### src/rtl/apb_mem_slave_p.sv
// APB3 register-file slave with programmable wait states, base-address window and error response.
// Define APB_PSTRB_EN to honour per-byte write strobes (PSTRB); otherwise writes update whole words.
module apb_mem_slave_p #(
  parameter int unsigned ADDR_WIDTH  = 32,
  parameter int unsigned DATA_WIDTH  = 32,
  parameter int unsigned DEPTH       = 32,
  parameter int unsigned BASE_ADDR   = 0,
  parameter int unsigned WAIT_CYCLES = 0,
  parameter logic [31:0] ERR_DATA    = 32'hDEADBEEF
) (
  input  logic                    PCLK,
  input  logic                    PRESET,
  input  logic                    PSEL,
  input  logic                    PENABLE,
  input  logic                    PWRITE,
  input  logic [ADDR_WIDTH-1:0]   PADDR,
  input  logic [DATA_WIDTH-1:0]   PWDATA,
  input  logic [DATA_WIDTH/8-1:0] PSTRB,
  output logic [DATA_WIDTH-1:0]   PRDATA,
  output logic                    PREADY,
  output logic                    PSLVERR
);

  localparam int unsigned STRB_W = DATA_WIDTH / 8;
  localparam int unsigned IDX_W  = (DEPTH > 1) ? $clog2(DEPTH) : 1;
  localparam int unsigned CNT_W  = 4;

  localparam logic [1:0] ST_IDLE   = 2'd0;
  localparam logic [1:0] ST_SETUP  = 2'd1;
  localparam logic [1:0] ST_ACCESS = 2'd2;

  localparam logic [ADDR_WIDTH-1:0] BASE_A   = ADDR_WIDTH'(BASE_ADDR);
  localparam logic [ADDR_WIDTH-1:0] DEPTH_A  = ADDR_WIDTH'(DEPTH);
  localparam logic [DATA_WIDTH-1:0] ERR_WORD = DATA_WIDTH'(ERR_DATA);

  logic [DATA_WIDTH-1:0] mem_q [DEPTH];

  logic [1:0]            state_q, state_n, phase_c;
  logic [CNT_W-1:0]      cnt_q, cnt_n;
  logic                  write_q, write_n;
  logic                  addr_ok_q, addr_ok_n;
  logic [IDX_W-1:0]      idx_q, idx_n;
  logic [DATA_WIDTH-1:0] wdata_q, wdata_n;
  logic [DATA_WIDTH-1:0] prdata_n;
  logic                  pready_n, pslverr_n;

  logic [ADDR_WIDTH-1:0] offset_c;
  logic                  addr_ok_c;
  logic [IDX_W-1:0]      idx_c;
  logic [DATA_WIDTH-1:0] wr_word_c;
  logic                  wr_en_c;

  // Window decode; addresses below BASE_ADDR never wrap into the window
  assign offset_c  = PADDR - BASE_A;
  assign addr_ok_c = (PADDR >= BASE_A) && (offset_c < DEPTH_A);
  assign idx_c     = IDX_W'(offset_c);

`ifdef APB_PSTRB_EN
  logic [STRB_W-1:0] strb_q, strb_n;
`else
  logic unused_pstrb;
  assign unused_pstrb = ^PSTRB;
`endif

  // Bus phase of the current cycle: a fresh setup always wins, access continues only an open transfer
  always_comb begin
    phase_c = ST_IDLE;
    if (PSEL && !PENABLE) begin
      phase_c = ST_SETUP;
    end else if ((state_q == ST_ACCESS) && PSEL && PENABLE) begin
      phase_c = ST_ACCESS;
    end
  end

  // Next-state and registered-output logic
  always_comb begin
    state_n   = ST_IDLE;
    cnt_n     = '0;
    pready_n  = 1'b0;
    pslverr_n = 1'b0;
    prdata_n  = PRDATA;
    write_n   = write_q;
    addr_ok_n = addr_ok_q;
    idx_n     = idx_q;
    wdata_n   = wdata_q;
`ifdef APB_PSTRB_EN
    strb_n    = strb_q;
`endif
    case (phase_c)
      ST_SETUP: begin
        state_n   = ST_ACCESS;
        cnt_n     = CNT_W'(WAIT_CYCLES);
        write_n   = PWRITE;
        addr_ok_n = addr_ok_c;
        idx_n     = idx_c;
        wdata_n   = PWDATA;
`ifdef APB_PSTRB_EN
        strb_n    = PSTRB;
`endif
        pready_n  = (WAIT_CYCLES == 0);
        pslverr_n = (WAIT_CYCLES == 0) && !addr_ok_c;
        if (!PWRITE) begin
          prdata_n = addr_ok_c ? mem_q[idx_c] : ERR_WORD;
        end
      end
      ST_ACCESS: begin
        // Completion cycle (cnt_q == 0) falls through to IDLE
        if (cnt_q != '0) begin
          state_n   = ST_ACCESS;
          cnt_n     = cnt_q - CNT_W'(1);
          pready_n  = (cnt_q == CNT_W'(1));
          pslverr_n = (cnt_q == CNT_W'(1)) && !addr_ok_q;
        end
      end
      default: begin
      end
    endcase
  end

  always_ff @(posedge PCLK or posedge PRESET) begin
    if (PRESET) begin
      state_q   <= ST_IDLE;
      cnt_q     <= '0;
      write_q   <= 1'b0;
      addr_ok_q <= 1'b0;
      idx_q     <= '0;
      wdata_q   <= '0;
      PRDATA    <= '0;
      PREADY    <= 1'b0;
      PSLVERR   <= 1'b0;
    end else begin
      state_q   <= state_n;
      cnt_q     <= cnt_n;
      write_q   <= write_n;
      addr_ok_q <= addr_ok_n;
      idx_q     <= idx_n;
      wdata_q   <= wdata_n;
      PRDATA    <= prdata_n;
      PREADY    <= pready_n;
      PSLVERR   <= pslverr_n;
    end
  end

`ifdef APB_PSTRB_EN
  always_ff @(posedge PCLK or posedge PRESET) begin
    if (PRESET) begin
      strb_q <= '0;
    end else begin
      strb_q <= strb_n;
    end
  end
`endif

  // Merge write data into the stored word
  always_comb begin
    wr_word_c = wdata_q;
`ifdef APB_PSTRB_EN
    wr_word_c = mem_q[idx_q];
    for (int unsigned i = 0; i < STRB_W; i++) begin
      if (strb_q[i]) begin
        wr_word_c[8*i +: 8] = wdata_q[8*i +: 8];
      end
    end
`endif
  end

  assign wr_en_c = (state_q == ST_ACCESS) && PREADY && PSEL && PENABLE && write_q && addr_ok_q;

  always_ff @(posedge PCLK or posedge PRESET) begin
    if (PRESET) begin
      for (int unsigned i = 0; i < DEPTH; i++) begin
        mem_q[i] <= '0;
      end
    end else if (wr_en_c) begin
      mem_q[idx_q] <= wr_word_c;
    end
  end

endmodule

### config.mk
export PLATFORM = sky130hd
export DESIGN_NAME = apb_mem_slave_p
export DESIGN_NICKNAME = d
export VERILOG_FILES = /design/src/rtl/apb_mem_slave_p.sv
export SDC_FILE = /design/constraint.sdc
export NUM_CORES = 2
export LEC_CHECK = 0
export CELL_PAD_IN_SITES_DETAIL_PLACEMENT = 0
export CELL_PAD_IN_SITES_GLOBAL_PLACEMENT = 1
export CORE_MARGIN = 4
export CORE_UTILIZATION = 53
export DETAILED_ROUTE_END_ITERATION = 8
export PLACE_DENSITY_LB_ADDON = 0.1
export SLEW_MARGIN = 25
export SYNTH_ARGS = -nofsm -noshare
export SYNTH_HDL_FRONTEND = slang
export SYNTH_SLANG_ARGS = --single-unit
### constraint.sdc
create_clock -name PCLK -period 42.7 [get_ports PCLK]
set_input_delay 4.27 -clock PCLK [delete_from_list [all_inputs] [get_ports PCLK]]
set_output_delay 4.27 -clock PCLK [all_outputs]
set_load 0.02 [all_outputs]
==> results.toml <==
[yosys]
ys_seq_area_share_pct = 56.2
synth_xor_area_share_pct = 0.0357
synth_nets = 3291
synth_area_um2 = 49100
ys_types = 49
synthSimpleGateAreaFrac_pct = 2.58
synthMuxAreaShare_pct = 35.1
yosysWarningCount = 0
syn_avg_cell_area_um2 = 15.3
synth-seq-cells = 1102
synth_compound_area_share_pct = 3.18
synth_top_family_by_area = "multiplexers"
synth_top_area_cell = "dfrtp_1"
synth.area.top_cells = "dfrtp_1 (56%), mux2_2 (23%), mux4_2 (10%)"
synth_top_area_share_pct = 56.2
synthAdderAreaFrac_pct = 0.0510
synthCells = 3216

[worst_setup_path]
ff2ff_path_depth = 6
reg2reg_slack_ps = 39200
critPathCaptureType = "flop"
arrival_ps = 7940
endpoint = "mem_q[515]"
path_max_fanout = 17
rr_startpoint = "state_q[1]"
critPathLaunch = "PENABLE"
start_kind = "input port"
reg2reg_to = "mem_q[515]"
critPathKind = "input port to flop"
critPathRequiredTime_ps = 43260

[run_status]
status = "complete, no violations"

[timing]
timing.fmax_ghz = 0.136
final.period_utilization_pct = 17.3
hold_ws_ps = 484
timing.setup.tns_ps = 0
report.final.hold_viol_count = 0
max_slew_margin_pct = 26.3
finClkSkew_ps = 20.6
drv_slew = 0
fin_crit_ps = 7370
setup_viol = 0
worst_pin_slew_ps = 1100
rsz0062_at_grt = "false"

[cells_and_area]
layout_commonest_cell = "dfrtp_1"
fin_nets = 3281
fillerInstances = 6899
syn_to_final_growth_pct = 11.7
final_area_um2 = 54800
num_antenna_cells = 0
final_cell_mix = "dfrtp_1 (1,093), mux2_2 (1,023), mux4_2 (218)"
layout-drive-gt1-share_pct = 47.2

[cts]
h-tree-depth = 3
cts.sinks = 1102
clk_path_buf_depth = 3
insertion_delay_ps = 700
clk_pin_slew_ps = 60
cts-root-buf = "clkbuf_16"
cts_hold_repair.buffers = 0
cts_resized = 0
cts_buffers = 115
cts_tree = "built"
cts_setup_buffers = 0

[pwr]
power_density_nw_per_um2 = 39.2
leakage_nw = 26.5
ir_drop_uv = 40.4

[floorplanning]
io_pins = 107
start_util_pct = 53.5
die_w_um = 312
num_rows = 111
die-area_um2 = 97600
core_um2 = 91800
die_height_um = 312

[min_path]
hold_path.class = "flop to flop"

[routing]
viasPerCell = 6.39
drt-initial-drc-count = 2260
postRouteAntennaNets = 0
routed_wl_um = 139000
vias = 29000
drtPass1Iterations = 5
route.detailed.drc = 0
wl_per_cell_um = 30.6

[grt]
grt_first_pass_wirelength_um = 208000
grt-ovfl-total = 0
grt_pass1_vias = 31200
grt_max_degree = 209
grt_use_total_pct = 28.8
antenna_found_initial = 2

[placed_design]
dp_hpwl_um = 80100
place_area_um2 = 51000
io_buffers = 102
gp_congestion = 0.779

[flow_run]
maxCapViolCount = 0
cell type report:
class	instances	area [um2]	area share (%)
clock buffer	168	3360	6.12
clock inverter	32	302	0.550
inverter	7	33.8	0.0616
multi-input combinational	1806	20300	37.1
sequential	1102	27600	50.3
tap	1243	1560	2.84
timing repair buffer	174	1680	3.07
metrics by stage:
stage / power (mW) / worst slack (ps) / instances / utilization [%]
4_1_cts: 2.17 / 35300 / 4528 / 59.6
6_report: 2.15 / 35330 / 4532 / 59.7
5_1_grt: 2.22 / 35220 / 4532 / 59.7
2_1_floorplan: 1.15 / 7400 / 3216 / -
3_3_place_gp: 1.19 / 34570 / 4327 / 55.6
3_5_place_dp: 1.19 / 34550 / 4328 / 55.6
synthesized netlist by cell type, drive strengths merged:
cell,number
ha,2
nor3,16
nor2,33
o22ai,45
o32a,10
nand2,149
clkbuf,148
o2111ai,1
a221o,5
a32o,8
a32oi,1
a221oi,26
and2,2
nand4,9
or2,3
a22oi,42
o21ai,19
nor4,17
a31oi,1
mux2i,61
mux4,218
a21boi,11
nand3,23
a211oi,2
a21o,1
o31ai,1
o22a,12
xnor2,2
dfrtp,1102
inv,7
or3,3
o221a,1
nor3b,2
nand2b,5
nor2b,7
buf,153
a222oi,6
mux2,1040
nand3b,3
a21oi,18
a211o,1
report_power, final:
part / internal [mW] / switching (mW) / leakage [nW]
registers: 1.05 / 0.0380 / 15.2
clock network: 0.564 / 0.410 / 1.82
logic: 0.0279 / 0.0616 / 9.47
how the worst min path moves through the flow:
| stage | slack, ps | end | depth (start not counted) | startpoint |
|---|---|---|---|---|
| after floorplan | 450 | write_q | 2 | write_q |
| after global routing | 510 | mem_q[167] | 1 | mem_q[167] |
| after global placement | 460 | mem_q[376] | 1 | mem_q[376] |
| after CTS | 490 | mem_q[490] | 1 | mem_q[490] |
| final | 480 | mem_q[490] | 1 | mem_q[490] |
| after detailed placement | 470 | mem_q[490] | 1 | mem_q[490] |
routing by layer:
| layer | part of all wire [%] | wire length, um | global-route usage (%) |
|---|---|---|---|
| met4 | 2.8 | 3870 | 7.59 |
| met1 | 44 | 60900 | 41.9 |
| met2 | 47 | 65800 | 45.6 |
| met3 | 6.0 | 8370 | 4.89 |
| met5 | 0 | 0 | 0 |
sequential cells by signal, indices dropped and copies added (netlist names):
name and flops:
state_q 1, PSLVERR 1, wdata_q 32, write_q 1
PRDATA 32, PREADY 1, cnt_q 4, addr_ok_q 1
idx_q 5, mem_q 1024
logic make-up (layout without fill, tap and decap cells):
| kind of cell | after synthesis | in the layout |
|---|---|---|
| muxes | 1319 | 1319 |
| DFF | 1102 | 1102 |
| buffers and inverters | 308 | 381 |
| and+or+nand+nor | 272 | 272 |
| AOI/OAI and AO/OA | 211 | 211 |
| adders and majority gates | 2 | 2 |
| xor gates and xnor gates | 2 | 2 |
critical path, stage by stage:
cell and delay (ps):
clkdlybuf4s50_1 560, nand3_1 250, or3_4 500, nor2_1 460, nand3_2 820, buf_4 620
mux2_1 390
Power figures use the tool's default switching activity.
